$ cat config.mk
export PLATFORM = sky130hd
export DESIGN_NAME = operand_fetch_flat
export DESIGN_NICKNAME = d
export VERILOG_FILES = /design/src/rtl/operand_fetch_if.sv /design/src/rtl/operand_fetch.sv /design/src/flat_wrapper.sv
export SDC_FILE = /design/constraint.sdc
export NUM_CORES = 1
export LEC_CHECK = 0
export BUFFER_PORTS_ARGS = -buffer_cell sky130_fd_sc_hd__buf_2
export CORE_MARGIN = 1.5
export CORE_UTILIZATION = 31
export DETAILED_ROUTE_END_ITERATION = 16
export PLACE_DENSITY = 0.56
export SYNTH_ARGS = -nofsm -noshare
export SYNTH_HDL_FRONTEND = slang
export SYNTH_SLANG_ARGS = --single-unit
$ cat constraint.sdc
create_clock -name clk -period 2.9 [get_ports clk]
set_input_delay 0.29 -clock clk [delete_from_list [all_inputs] [get_ports clk]]
set_output_delay 0.29 -clock clk [all_outputs]
set_load 0.01 [all_outputs]
$ cat src/rtl/operand_fetch_if.sv
// rtl/operand_fetch_if.sv - instruction, preload, debug and ALU signals of the operand fetch stage
// The master side supplies instructions and ALU results; the slave side is operand_fetch.
interface operand_fetch_if;
  logic        instr_valid;
  logic        instr_ready;
  logic [15:0] instr;
  logic        ld_we;
  logic [3:0]  ld_addr;
  logic [15:0] ld_data;
  logic [3:0]  dbg_addr;
  logic [15:0] dbg_data;
  logic [15:0] alu_a;
  logic [15:0] alu_b;
  logic [7:0]  alu_opcode;
  logic        alu_valid;
  logic [15:0] alu_c;
  logic [4:0]  alu_flags;
  logic [4:0]  psr;

  modport master (
    output instr_valid, instr, ld_we, ld_addr, ld_data, dbg_addr, alu_c, alu_flags,
    input  instr_ready, dbg_data, alu_a, alu_b, alu_opcode, alu_valid, psr
  );

  modport slave (
    input  instr_valid, instr, ld_we, ld_addr, ld_data, dbg_addr, alu_c, alu_flags,
    output instr_ready, dbg_data, alu_a, alu_b, alu_opcode, alu_valid, psr
  );
endinterface

$ cat src/rtl/operand_fetch.sv
// rtl/operand_fetch.sv - register file, decode and operand staging for a 16-bit ALU
// One instruction in flight: IDLE -> DECODE -> EXEC -> WB, illegal words drop back from DECODE.
module operand_fetch (
  input  logic          clk,
  input  logic          reset_n,
  operand_fetch_if.slave bus
);

  localparam logic [1:0] IDLE   = 2'd0;
  localparam logic [1:0] DECODE = 2'd1;
  localparam logic [1:0] EXEC   = 2'd2;
  localparam logic [1:0] WB     = 2'd3;

  logic [1:0]  state_q, state_d;
  logic [15:0] instr_q;
  logic [15:0] rf_q [16];
  logic [4:0]  psr_q;
  logic [15:0] alu_a_q, alu_b_q;
  logic [7:0]  alu_opcode_q;
  logic        alu_valid_q;

  logic [3:0] op, rdest, ext, rsrc;
  logic [7:0] imm;
  assign op    = instr_q[15:12];
  assign rdest = instr_q[11:8];
  assign ext   = instr_q[7:4];
  assign rsrc  = instr_q[3:0];
  assign imm   = instr_q[7:0];

  logic is_rr, rr_legal, imm_legal, legal, sign_imm, is_cmp, psr_upd;
  logic [15:0] operand_b;

  always_comb begin
    is_rr     = (op == 4'h0);
    rr_legal  = 1'b0;
    imm_legal = 1'b0;
    sign_imm  = 1'b0;
    case (ext)
      4'h1, 4'h2, 4'h3, 4'h5, 4'h9, 4'hB, 4'hD: rr_legal = is_rr;
      default:                                   rr_legal = 1'b0;
    endcase
    case (op)
      4'h1, 4'h2, 4'h3, 4'hD, 4'hF: imm_legal = 1'b1;
      4'h5, 4'h9, 4'hB: begin
        imm_legal = 1'b1;
        sign_imm  = 1'b1;
      end
      default: imm_legal = 1'b0;
    endcase
    legal   = rr_legal | imm_legal;
    is_cmp  = is_rr ? (ext == 4'hB) : (op == 4'hB);
    // Only the arithmetic group (add, subtract, compare) produces flags worth keeping.
    psr_upd = is_rr ? (ext == 4'h5 || ext == 4'h9 || ext == 4'hB) : sign_imm;
    if (is_rr)
      operand_b = rf_q[rsrc];
    else if (sign_imm)
      operand_b = {{8{imm[7]}}, imm};
    else
      operand_b = {8'h00, imm};
  end

  always_comb begin
    state_d = state_q;
    case (state_q)
      IDLE:    if (bus.instr_valid) state_d = DECODE;
      DECODE:  state_d = legal ? EXEC : IDLE;
      EXEC:    state_d = WB;
      default: state_d = IDLE;
    endcase
  end

  always_ff @(posedge clk or negedge reset_n) begin
    if (!reset_n) begin
      state_q      <= IDLE;
      instr_q      <= '0;
      psr_q        <= '0;
      alu_a_q      <= '0;
      alu_b_q      <= '0;
      alu_opcode_q <= '0;
      alu_valid_q  <= 1'b0;
      for (int i = 0; i < 16; i++) rf_q[i] <= '0;
    end else begin
      state_q     <= state_d;
      alu_valid_q <= (state_q == DECODE) && legal;
      if (state_q == IDLE && bus.instr_valid)
        instr_q <= bus.instr;
      // A preload in the accept cycle lands before DECODE reads the file.
      if (state_q == IDLE && bus.ld_we)
        rf_q[bus.ld_addr] <= bus.ld_data;
      if (state_q == DECODE && legal) begin
        alu_a_q      <= rf_q[rdest];
        alu_b_q      <= operand_b;
        alu_opcode_q <= {op, ext};
      end
      if (state_q == WB) begin
        if (!is_cmp) rf_q[rdest] <= bus.alu_c;
        if (psr_upd) psr_q <= bus.alu_flags;
      end
    end
  end

  assign bus.instr_ready = (state_q == IDLE);
  assign bus.dbg_data    = rf_q[bus.dbg_addr];
  assign bus.alu_a       = alu_a_q;
  assign bus.alu_b       = alu_b_q;
  assign bus.alu_opcode  = alu_opcode_q;
  assign bus.alu_valid   = alu_valid_q;
  assign bus.psr         = psr_q;

endmodule

$ cat src/flat_wrapper.sv
// flat-port wrapper written by rule: the top's interface ports become plain ports
module operand_fetch_flat 
  (clk, reset_n, bus_instr_valid, bus_instr, bus_ld_we, bus_ld_addr, bus_ld_data, bus_dbg_addr, bus_alu_c, bus_alu_flags, bus_instr_ready, bus_dbg_data, bus_alu_a, bus_alu_b, bus_alu_opcode, bus_alu_valid, bus_psr);
  operand_fetch_if bus_i ();
  input  logic clk;
  input  logic reset_n;
  input wire logic [$bits(bus_i.instr_valid)-1:0] bus_instr_valid;
  input wire logic [$bits(bus_i.instr)-1:0] bus_instr;
  input wire logic [$bits(bus_i.ld_we)-1:0] bus_ld_we;
  input wire logic [$bits(bus_i.ld_addr)-1:0] bus_ld_addr;
  input wire logic [$bits(bus_i.ld_data)-1:0] bus_ld_data;
  input wire logic [$bits(bus_i.dbg_addr)-1:0] bus_dbg_addr;
  input wire logic [$bits(bus_i.alu_c)-1:0] bus_alu_c;
  input wire logic [$bits(bus_i.alu_flags)-1:0] bus_alu_flags;
  output wire logic [$bits(bus_i.instr_ready)-1:0] bus_instr_ready;
  output wire logic [$bits(bus_i.dbg_data)-1:0] bus_dbg_data;
  output wire logic [$bits(bus_i.alu_a)-1:0] bus_alu_a;
  output wire logic [$bits(bus_i.alu_b)-1:0] bus_alu_b;
  output wire logic [$bits(bus_i.alu_opcode)-1:0] bus_alu_opcode;
  output wire logic [$bits(bus_i.alu_valid)-1:0] bus_alu_valid;
  output wire logic [$bits(bus_i.psr)-1:0] bus_psr;
  assign bus_i.instr_valid = bus_instr_valid;
  assign bus_i.instr = bus_instr;
  assign bus_i.ld_we = bus_ld_we;
  assign bus_i.ld_addr = bus_ld_addr;
  assign bus_i.ld_data = bus_ld_data;
  assign bus_i.dbg_addr = bus_dbg_addr;
  assign bus_i.alu_c = bus_alu_c;
  assign bus_i.alu_flags = bus_alu_flags;
  assign bus_instr_ready = bus_i.instr_ready;
  assign bus_dbg_data = bus_i.dbg_data;
  assign bus_alu_a = bus_i.alu_a;
  assign bus_alu_b = bus_i.alu_b;
  assign bus_alu_opcode = bus_i.alu_opcode;
  assign bus_alu_valid = bus_i.alu_valid;
  assign bus_psr = bus_i.psr;
  operand_fetch u_core (.clk(clk), .reset_n(reset_n), .bus(bus_i));
endmodule
==> results of run 1 <==
## how the worst max path moves through the flow
stage                                   from                    to  slack, ps  cells after the start
after floorplan            u_core.state_q[1]      u_core.rf_q[245]        480                      7
after global placement    u_core.instr_q[13]  u_core.bus.alu_a[10]        320                      7
after detailed placement  u_core.instr_q[13]   u_core.bus.alu_a[9]        310                      7
after CTS                 u_core.instr_q[13]   u_core.bus.alu_a[9]        280                      7
after global routing      u_core.instr_q[13]   u_core.bus.alu_a[9]        180                      7
final                     u_core.instr_q[13]   u_core.bus.alu_a[9]        250                      7
## per-stage QoR
step                      total power, W  utilization [%]  setup slack, ps  instance area [µm²]
final                             0.0292             37.0              248                25400
after global routing              0.0306             37.0              182                25400
after CTS                         0.0292             37.0              280                25400
after detailed placement          0.0237             34.6              312                23800
after global placement            0.0233             34.6              316                23800
after floorplan                   0.0189                -              482                21500
## Yosys cell counts (all sizes together), types with 2 or more instances
library cell    n  area share [%]
a21oi           9            0.21
a22o           12            0.49
a22oi          11            0.38
and2            5            0.15
and4b           2           0.093
buf            72             2.1
clkbuf         73             1.3
dfrtp         320              37
inv             4           0.070
mux2          561              30
mux2i          22             1.0
mux4          218              23
nand2          10            0.17
nand2b          7            0.20
nand3          10            0.30
nand4           3            0.12
nor2           10            0.17
nor2b           8            0.23
nor3           21             1.3
nor4            3            0.19
o2111a          2            0.10
o21ai           6            0.14
o221ai          2           0.081
o22a            4            0.16
o31ai           2           0.070
o32a            4            0.19
or4             5            0.23
## sequential cells by signal (all words and copies together) (netlist names)
name	flops
u_core.bus.alu_a	16
u_core.bus.alu_b	16
u_core.bus.alu_opcode	8
u_core.bus.alu_valid	1
u_core.bus.psr	5
u_core.instr_q	16
u_core.rf_q	256
u_core.state_q	2
## placed cells by master (no fill, tap or decap), drive strengths merged, types with 11 or more instances in the layout
| cell | instances |
|---|---|
| a22oi | 11 |
| clkbuf | 64 |
| a22o | 12 |
| mux2 | 561 |
| dfrtp | 320 |
| mux4 | 218 |
| dlygate4sd3 | 22 |
| nor3 | 21 |
| buf | 233 |
| mux2i | 22 |
## report_power, final
group	switching [W]	total (W)	internal, W
Clock	0.00209	0.00538	0.00330
Sequential	0.00243	0.00918	0.00675
Combinational	0.00602	0.0146	0.00862
## kinds of logic (layout without fill, tap and decap cells)
| group | count (synthesis) | in the layout | synth area share [%] |
|---|---|---|---|
| buf+inv | 149 | 332 | 3.47 |
| flops | 320 | 320 | 37.2 |
| xor+xnor | 1 | 1 | 0.0407 |
| mux | 801 | 801 | 53.6 |
| simple gates | 91 | 91 | 3.45 |
| other cells | 0 | 1 | 0 |
| compound gates | 63 | 63 | 2.24 |
## routing by layer
layer	wire length, µm	part of all wire, %	track usage [%]
met3	6300	8.1	5.93
met5	32	0.041	0
met4	2620	3.4	7.56
met2	36100	46	34.6
met1	32700	42	29.3
## final cells by class
type,count,share of cell area (%)
inverters,4,0.0591
clock buffers,64,5.06
flip-flops and latches,320,31.6
clock inverters,9,0.488
repair buffers,255,7.64
diodes,1,0.00986
well taps,931,4.59
multi-input cells,956,50.6
==> metrics, run 1 <==
reg2reg start=u_core.instr_q[13]; slowest stage delay, CP=between 500 and 600 ps; TNS Setup=0 ps; area grow syn2layout=17.8%; row cnt=96; hold path endpoint=u_core.instr_q[8]; Die H=between 200 and 300 µm; Layout fillers=around 6600; Die ar.=between 0.07 and 0.08 mm²; CP arrival=around 3000 ps; hold path depth=2; final setup fails=0; Yosys reg bits=320; Mapped Cells=~1400; Critical Path Start Type=flop; Max transition margin=between 40% and 50%; Synth cell types=62; first-pass GRT wire length=between 100000 and 150000 µm; Worst-Margin Slew=around 860 ps; period utilisation layout=91.5%; DR vias=14561; # placed instances=2444; fraction of layout cells with a size suffix above 1=68.8%; worst clock skew=~27 ps; CP Data Required Time=3340 ps; Syn Std Cell Area=about 0.022 mm²; vias in the first global route=14929; per-cell routed wire length=just over 30 µm; initial antenna violation count=5; all-layer global routing usage=22.0%; Final ANT Viol Nets=0; WHS=~30 ps; core area=between 0.06 and 0.07 mm²; Pwr Density=~1200 mW/mm²; R2R Path End=u_core.bus.alu_a[9]; Seq. cell area=~0.0080 mm²; outcome=finished, final reports clean; reg2reg path depth=7; CP Cell Sequence=nor4_2, buf_4, o2111a_1, nor2_1, inv_2, buf_12, mux2_2; DP HPWL=between 50000 and 60000 µm; CTS max path bufs=3; CP Class=reg -> reg; post-synthesis async set-or-reset flop share=between 90% and 100%; max cap viols=0; fmax=around 380 MHz; Post-synth EDFFs=0; drt first pass iters=5; # clock sinks=320; peak supply drop=around 430 µV; R2R Setup Slk=250 ps; cts bufs inserted=41; register area share after synthesis=a little under two fifths; hold_sp=bus_instr[8]; 1st-iter DRT viols=approximately 1400; routability cong.=0.851; Multi-input gate area=around 0.013 mm²; Starting Density=31.4%; H-tree depth=2; RSZ-0062 raised after global routing=false; Total Wirelength=between 70000 and 80000 µm; largest delay contributor family on the critical path=buffers and inverters; Post-Layout Cell Count=around 2500; Hold WC Path Type=in -> reg; PostCTS Resize Cnt=0; worst-path fanout max=15; Mapped Nets=approximately 1500; CP Buf/Inv Count=3; Final nets=1643; Tmin final=between 2000 and 3000 ps; Final Max Slew Viols=0; leak pwr=10.5 nW; Setup Buffers After CTS=0; CTS tree=done; Vias/cell=roughly 5.7; Critical Path End Type=flop; critical path's slowest cell=nor4_2; Ys Warns=0; Worst-path clk slew=60 ps; top_reg_cell synth=dfrtp_1; IO Port Bufs=between 100 and 150; grt total ovfl=0; largest net degree at the start of global routing=74; root buf cell=clkbuf_16; Horiz. Die Dim=267 µm; Fin. Hold Viols=0; Boundary Pins=about 130; DRC=0; cts hold-fix bufs=22; clk_lat worst skew=580 ps; Post-Syn Area per Cell=~15 µm²
Note: power is estimated with default switching activity, not from simulation.
==> run 2: changes to the inputs <==
--- a/config.mk
+++ b/config.mk
@@ -13,3 +13,4 @@
 export SYNTH_ARGS = -nofsm -noshare
 export SYNTH_HDL_FRONTEND = slang
 export SYNTH_SLANG_ARGS = --single-unit
+export TNS_END_PERCENT = 50
==> constraint.sdc (replaced) <==
create_clock -name clk -period 2.9 [get_ports clk]
set_input_delay 0.29 -clock clk [delete_from_list [all_inputs] [get_ports clk]]
set_output_delay 0.29 -clock clk [all_outputs]
set_load 0.02 [all_outputs]
==> run 2 against run 1 <==
Compared with the run above: worst hold slack worse by 29 ps; routed wire length fell by 1.8%; non-clock buffer count shrank 12; first-iteration DRC count down 8.8%; combinational power about the same; largest power group unchanged; via count is 0.26% lower; highest routed layer unchanged; cell count shrank 0.59%; maximum frequency is 2.8% higher.
==> metrics, run 2 (synthesized netlist as in run 1, its figures left out) <==
reg2reg path depth=6 (was 7); Hold WC Path Type=in -> reg (unchanged); row cnt=96 (unchanged); Pwr Density=1160 mW/mm² (was 1150 mW/mm²); Critical Path Start Type=flop (unchanged); Final Max Slew Viols=0 (unchanged); initial antenna violation count=3 (was 5); Worst-path clk slew=60 ps (about the same); Boundary Pins=128 (unchanged); Layout fillers=6568 (was 6569); antenna diode count=0 (was 1); cts hold-fix bufs=19 (was 22); IO Port Bufs=127 (unchanged); Max transition margin=48.2% (was 42.5%); H-tree depth=2 (unchanged); largest register by flop count=u_core.rf_q (unchanged); CTS max path bufs=3 (unchanged); reg2reg start=u_core.instr_q[4] (was u_core.instr_q[13]); vias in the first global route=15223 (was 14929); PostCTS Resize Cnt=0 (unchanged); Critical Path Sink=u_core.rf_q[90] (was u_core.bus.alu_a[9]); worst clock skew=20.0 ps (was 27.1 ps); CP Data Required Time=3330 ps (was 3340 ps); Vias/cell=5.75 (was 5.73); TNS Setup=0 ps (unchanged); Final nets=1630 (was 1643); area grow syn2layout=17.7% (was 17.8%); commonest non-fill, non-tap cell in the layout=mux2_2 (unchanged); fraction of layout cells with a size suffix above 1=69.0% (was 68.8%); cts bufs inserted=40 (was 41); max cap viols=0 (unchanged); Fin. Hold Viols=0 (unchanged); dpl ws=409 ps (was 312 ps); largest net degree at the start of global routing=81 (was 74); first-pass GRT wire length=112000 µm (about the same); root buf cell=clkbuf_16 (unchanged); Setup Buffers After CTS=0 (unchanged); DR vias=14523 (was 14561); DP HPWL=51500 µm (was 52500 µm); 1st-iter DRT viols=1322 (was 1449); fmax=387 MHz (was 377 MHz); Critical path origin=u_core.instr_q[4] (was u_core.instr_q[13]); period utilisation layout=89.0% (was 91.5%); RSZ-0062 raised after global routing=false (unchanged); Total Wirelength=76400 µm (was 77800 µm); grt total ovfl=0 (unchanged); per-cell routed wire length=30.3 µm (was 30.6 µm); Final ANT Viol Nets=0 (unchanged); Die H=267 µm (unchanged); worst setup margin=319 ps (was 248 ps); R2R Setup Slk=320 ps (was 250 ps); Starting Density=31.4% (unchanged); peak supply drop=539 µV (was 432 µV); final setup fails=0 (unchanged); Critical Path End Type=flop (unchanged); Horiz. Die Dim=267 µm (unchanged); all-layer global routing usage=21.9% (was 22.0%); worst-path fanout max=7 (was 15); max FFs per register=256 (unchanged); DRC=0 (unchanged); core area=0.0687 mm² (unchanged); leak pwr=10.4 nW (was 10.5 nW); CTS tree=done (unchanged); routability cong.=0.839 (was 0.851); Tmin final=2580 ps (was 2650 ps); R2R Path End=u_core.rf_q[90] (was u_core.bus.alu_a[9]); drt first pass iters=5 (unchanged); # clock sinks=320 (unchanged); CP arrival=3010 ps (was 3090 ps); Worst-Margin Slew=777 ps (was 862 ps); fin util=36.9% (was 37.0%); clk_lat worst skew=570 ps (was 580 ps); most frequent cells in the layout=mux2_2, dfrtp_1, mux4_2 (unchanged); outcome=finished, final reports clean (unchanged); CP Class=reg -> reg (unchanged); Die ar.=0.0711 mm² (unchanged)
run 2: cell types whose count changed in the layout (fill, tap and decap cells not counted), sizes merged:
cell | before | now
buf | 233 | 224
bufinv | 3 | 5
clkbuf | 64 | 59
clkinv | 5 | 6
clkinvlp | 0 | 1
diode | 1 | 0
dlygate4sd3 | 22 | 19
inv | 5 | 4
run 2: area by class of cell:
class | count | area [µm²] | area share, %
well taps | 931 | 1160 | 4.59
clock buffers | 59 | 1230 | 4.87
inverters | 4 | 15.0 | 0.0592
multi-input cells | 956 | 12800 | 50.6
flip-flops and latches | 320 | 8020 | 31.6
clock inverters | 12 | 188 | 0.740
repair buffers | 243 | 1890 | 7.46
run 2: per-layer routing:
metal	global-route usage (%)	vias up	share of wire (%)
li1	-	5965	-
met1	29.7	7777	42
met2	35.0	632	47
met3	4.11	143	7.1
met4	7.71	6	3.7
met5	0	-	0.041
run 2: power by group:
| part | total, W | switching [W] | internal (W) |
|---|---|---|---|
| combinational | 0.0146 | 0.00602 | 0.00860 |
| sequential | 0.00937 | 0.00262 | 0.00675 |
| clock | 0.00546 | 0.00208 | 0.00338 |
| total | 0.0294 | 0.0107 | 0.0187 |
run 2: worst max-delay path, cell delays in order, from the launching register on:
cell and delay, ps:
dfrtp_1 460, and4b_1 280, a211o_1 400, buf_4 230
nor3_4 410, buf_4 310, mux2_2 360
run 2: how the worst min path moves through the flow:
stage                       from                   to  slack, ps  cells past startpoint
finish              bus_instr[3]    u_core.instr_q[3]          2                      3
global route        bus_instr[3]    u_core.instr_q[3]         40                      3
CTS                 bus_instr[3]    u_core.instr_q[3]          5                      3
detailed placement       reset_n      u_core.rf_q[32]        300                      1
global placement         reset_n      u_core.rf_q[32]        300                      1
floorplan                reset_n  u_core.bus.alu_a[0]         -6                      0
run 2: stage by stage:
step | hold slack (ps) | cells | instance area [µm²] | total power, W
2_1_floorplan | -5.59 | 1425 | 21500 | 0.0192
3_3_place_gp | 304 | 2435 | 23700 | 0.0235
3_5_place_dp | 303 | 2435 | 23700 | 0.0239
4_1_cts | 5.06 | 2525 | 25400 | 0.0295
5_1_grt | 42.3 | 2525 | 25400 | 0.0309
6_report | 1.56 | 2525 | 25400 | 0.0294
==> run 3: changes to the inputs <==
--- a/config.mk
+++ b/config.mk
@@ -10,6 +10,7 @@
 export CORE_UTILIZATION = 31
 export DETAILED_ROUTE_END_ITERATION = 16
 export PLACE_DENSITY = 0.56
+export RECOVER_POWER = 50
 export SYNTH_ARGS = -nofsm -noshare
 export SYNTH_HDL_FRONTEND = slang
 export SYNTH_SLANG_ARGS = --single-unit
==> run 3 against run 2 <==
Compared with the run above: the flow now finishes with violations (max-capacitance violations, max-slew violations); via count hardly changed; worst setup slack gained 12 ps; total power fell by 0.12%; cell count about the same; routed wire length about the same; maximum frequency grew 0.45%; clock power about the same; non-clock buffer count did not move; sequential power is essentially flat; global-route usage unchanged; largest cell class unchanged; register-to-register slack hardly changed.
==> metrics, run 3 (synthesized netlist as in run 1, its figures left out) <==
TNS Setup=0 ps (unchanged); peak supply drop=541 µV (was 539 µV); Boundary Pins=128 (unchanged); Final Max Slew Viols=62 (was 0); core area=0.0687 mm² (unchanged); hold path depth=3 (unchanged); CP arrival=3000 ps (was 3010 ps); Seq. cell area=0.00802 mm² (unchanged); Setup Buffers After CTS=0 (unchanged); critical path's slowest cell=dfrtp_1 (unchanged); CTS tree=done (unchanged); worst clock skew=22.4 ps (was 20.0 ps); Multi-input gate area=0.0128 mm² (unchanged); Starting Density=31.4% (unchanged); Critical Path Start Type=flop (unchanged); Final nets=1630 (unchanged); final setup fails=0 (unchanged); per-cell routed wire length=30.3 µm (about the same); R2R Path End=u_core.rf_q[90] (unchanged); max cap viols=1 (was 0); slowest stage delay, CP=470 ps (was 460 ps); CP Buf/Inv Count=2 (unchanged); leak pwr=10.3 nW (was 10.4 nW); Die H=267 µm (unchanged); CP most frequent cell=buf_4 (unchanged); fraction of layout cells with a size suffix above 1=67.1% (was 69.0%); Final ANT Viol Nets=0 (unchanged); period utilisation layout=88.6% (was 89.0%); hold path endpoint=u_core.instr_q[3] (unchanged); all-layer global routing usage=21.9% (unchanged); Total Wirelength=76400 µm (about the same); Layout fillers=6587 (was 6568); # placed instances=2435 (unchanged); 1st-iter DRT viols=1433 (was 1322); Fin. Hold Viols=0 (unchanged); routability cong.=0.839 (unchanged); fin util=36.8% (was 36.9%); DR vias=14515 (was 14523); Die ar.=0.0711 mm² (unchanged); most frequent cells in the layout=mux2_2, dfrtp_1, mux4_2 (unchanged); # clock sinks=320 (unchanged); R2R Setup Slk=330 ps (was 320 ps); Max transition margin=-29.7% (was 48.2%); Pwr Density=1160 mW/mm² (about the same); DRC=0 (unchanged); max FFs per register=256 (unchanged); area grow syn2layout=17.4% (was 17.7%); Worst-Margin Slew=1940 ps (was 777 ps); worst-path fanout max=7 (unchanged); Post-Layout Cell Count=2526 (was 2525); Critical Path End Type=flop (unchanged); largest register by flop count=u_core.rf_q (unchanged); first-pass GRT wire length=112000 µm (unchanged); vias in the first global route=15223 (unchanged); outcome=finished, violations left (was finished, final reports clean); initial antenna violation count=3 (unchanged); clk_lat worst skew=570 ps (about the same); hold_sp=bus_instr[3] (unchanged); largest net degree at the start of global routing=81 (unchanged); largest delay contributor family on the critical path=simple AND/OR/NAND/NOR gates (unchanged); grt total ovfl=0 (unchanged); row cnt=96 (unchanged); Worst-path clk slew=60 ps (about the same); Tmin final=2570 ps (was 2580 ps); CP Data Required Time=3330 ps (about the same); Vias/cell=5.75 (about the same); failing checks=max-capacitance violations, max-slew violations; RSZ-0062 raised after global routing=false (unchanged); root buf cell=clkbuf_16 (unchanged); CTS max path bufs=3 (unchanged); CP Cell Sequence=and4b_1, a211o_1, buf_4, nor3_4, buf_4, mux2_2 (unchanged); DP HPWL=51500 µm (unchanged); reg2reg path depth=6 (unchanged); cts bufs inserted=40 (unchanged); drt first pass iters=5 (unchanged); commonest non-fill, non-tap cell in the layout=mux2_2 (unchanged); Hold WC Path Type=in -> reg (unchanged); reg2reg start=u_core.instr_q[4] (unchanged); H-tree depth=2 (unchanged); IO Port Bufs=127 (unchanged); CP Class=reg -> reg (unchanged); Horiz. Die Dim=267 µm (unchanged); fmax=389 MHz (was 387 MHz)
[run 3: cell count changes in the layout (fill, tap and decap cells not counted)]
cell	previous run	this run
clkbuf_2	0	4
diode_2	0	1
buf_4	72	69
clkbuf_1	4	34
buf_8	1	0
buf_2	125	95
[run 3: area by class of cell]
class | count | share of cell area [%]
Timing Repair Buffer | 243 | 7.26
Antenna cell | 1 | 0.00989
Multi-Input combinational cell | 956 | 50.8
Sequential cell | 320 | 31.7
Clock buffer | 59 | 4.88
Clock inverter | 12 | 0.742
Tap cell | 931 | 4.60
Inverter | 4 | 0.0593
[run 3: power by group]
group          switching (W)  total, W  leakage, nW  internal [W]
Combinational        0.00604    0.0146         5.67       0.00854
Sequential           0.00263   0.00938         3.94       0.00675
Clock                0.00208   0.00545        0.705       0.00338
Total                 0.0107    0.0294         10.3        0.0187
[run 3: worst max path at each step]
stage	start	endpoint	slack, ps	cells past startpoint
final	u_core.instr_q[4]	u_core.rf_q[90]	330	6
after global placement	u_core.instr_q[13]	u_core.bus.psr[4]	270	6
after floorplan	u_core.state_q[1]	u_core.rf_q[245]	480	7
after detailed placement	u_core.instr_q[4]	u_core.rf_q[91]	410	6
after CTS	u_core.rf_q[69]	bus_dbg_data[5]	340	3
after global routing	reset_n	u_core.rf_q[253]	220	3
[run 3: routing by layer]
metal | GRT usage, % | vias to the layer above | part of all wire [%]
li1 | - | 5963 | -
met2 | 35.0 | 598 | 47
met3 | 4.11 | 141 | 6.9
met5 | 0 | - | 0.041
met1 | 29.7 | 7807 | 42
met4 | 7.71 | 6 | 3.7
[run 3: metrics by stage]
stage | power, W | hold slack [ps] | area, µm² | setup WS (ps)
6_report | 0.0294 | 3.58 | 25300 | 330
5_1_grt | 0.0308 | 42.3 | 25300 | 223
4_1_cts | 0.0295 | 5.06 | 25400 | 337
3_5_place_dp | 0.0239 | 303 | 23700 | 409
3_3_place_gp | 0.0235 | 304 | 23700 | 267
2_1_floorplan | 0.0192 | -5.59 | 21500 | 482
[run 3: timing repair]
item	CTS	global route
hold buffers	19	0
hold endpoints to repair	76	0
gates resized for setup	0	0
[run 3: worst reg2reg max path: stages, from the launching register on]
cell,delay (ps)
dfrtp_1,470
and4b_1,280
a211o_1,400
buf_4,230
nor3_4,390
buf_4,300
mux2_2,370
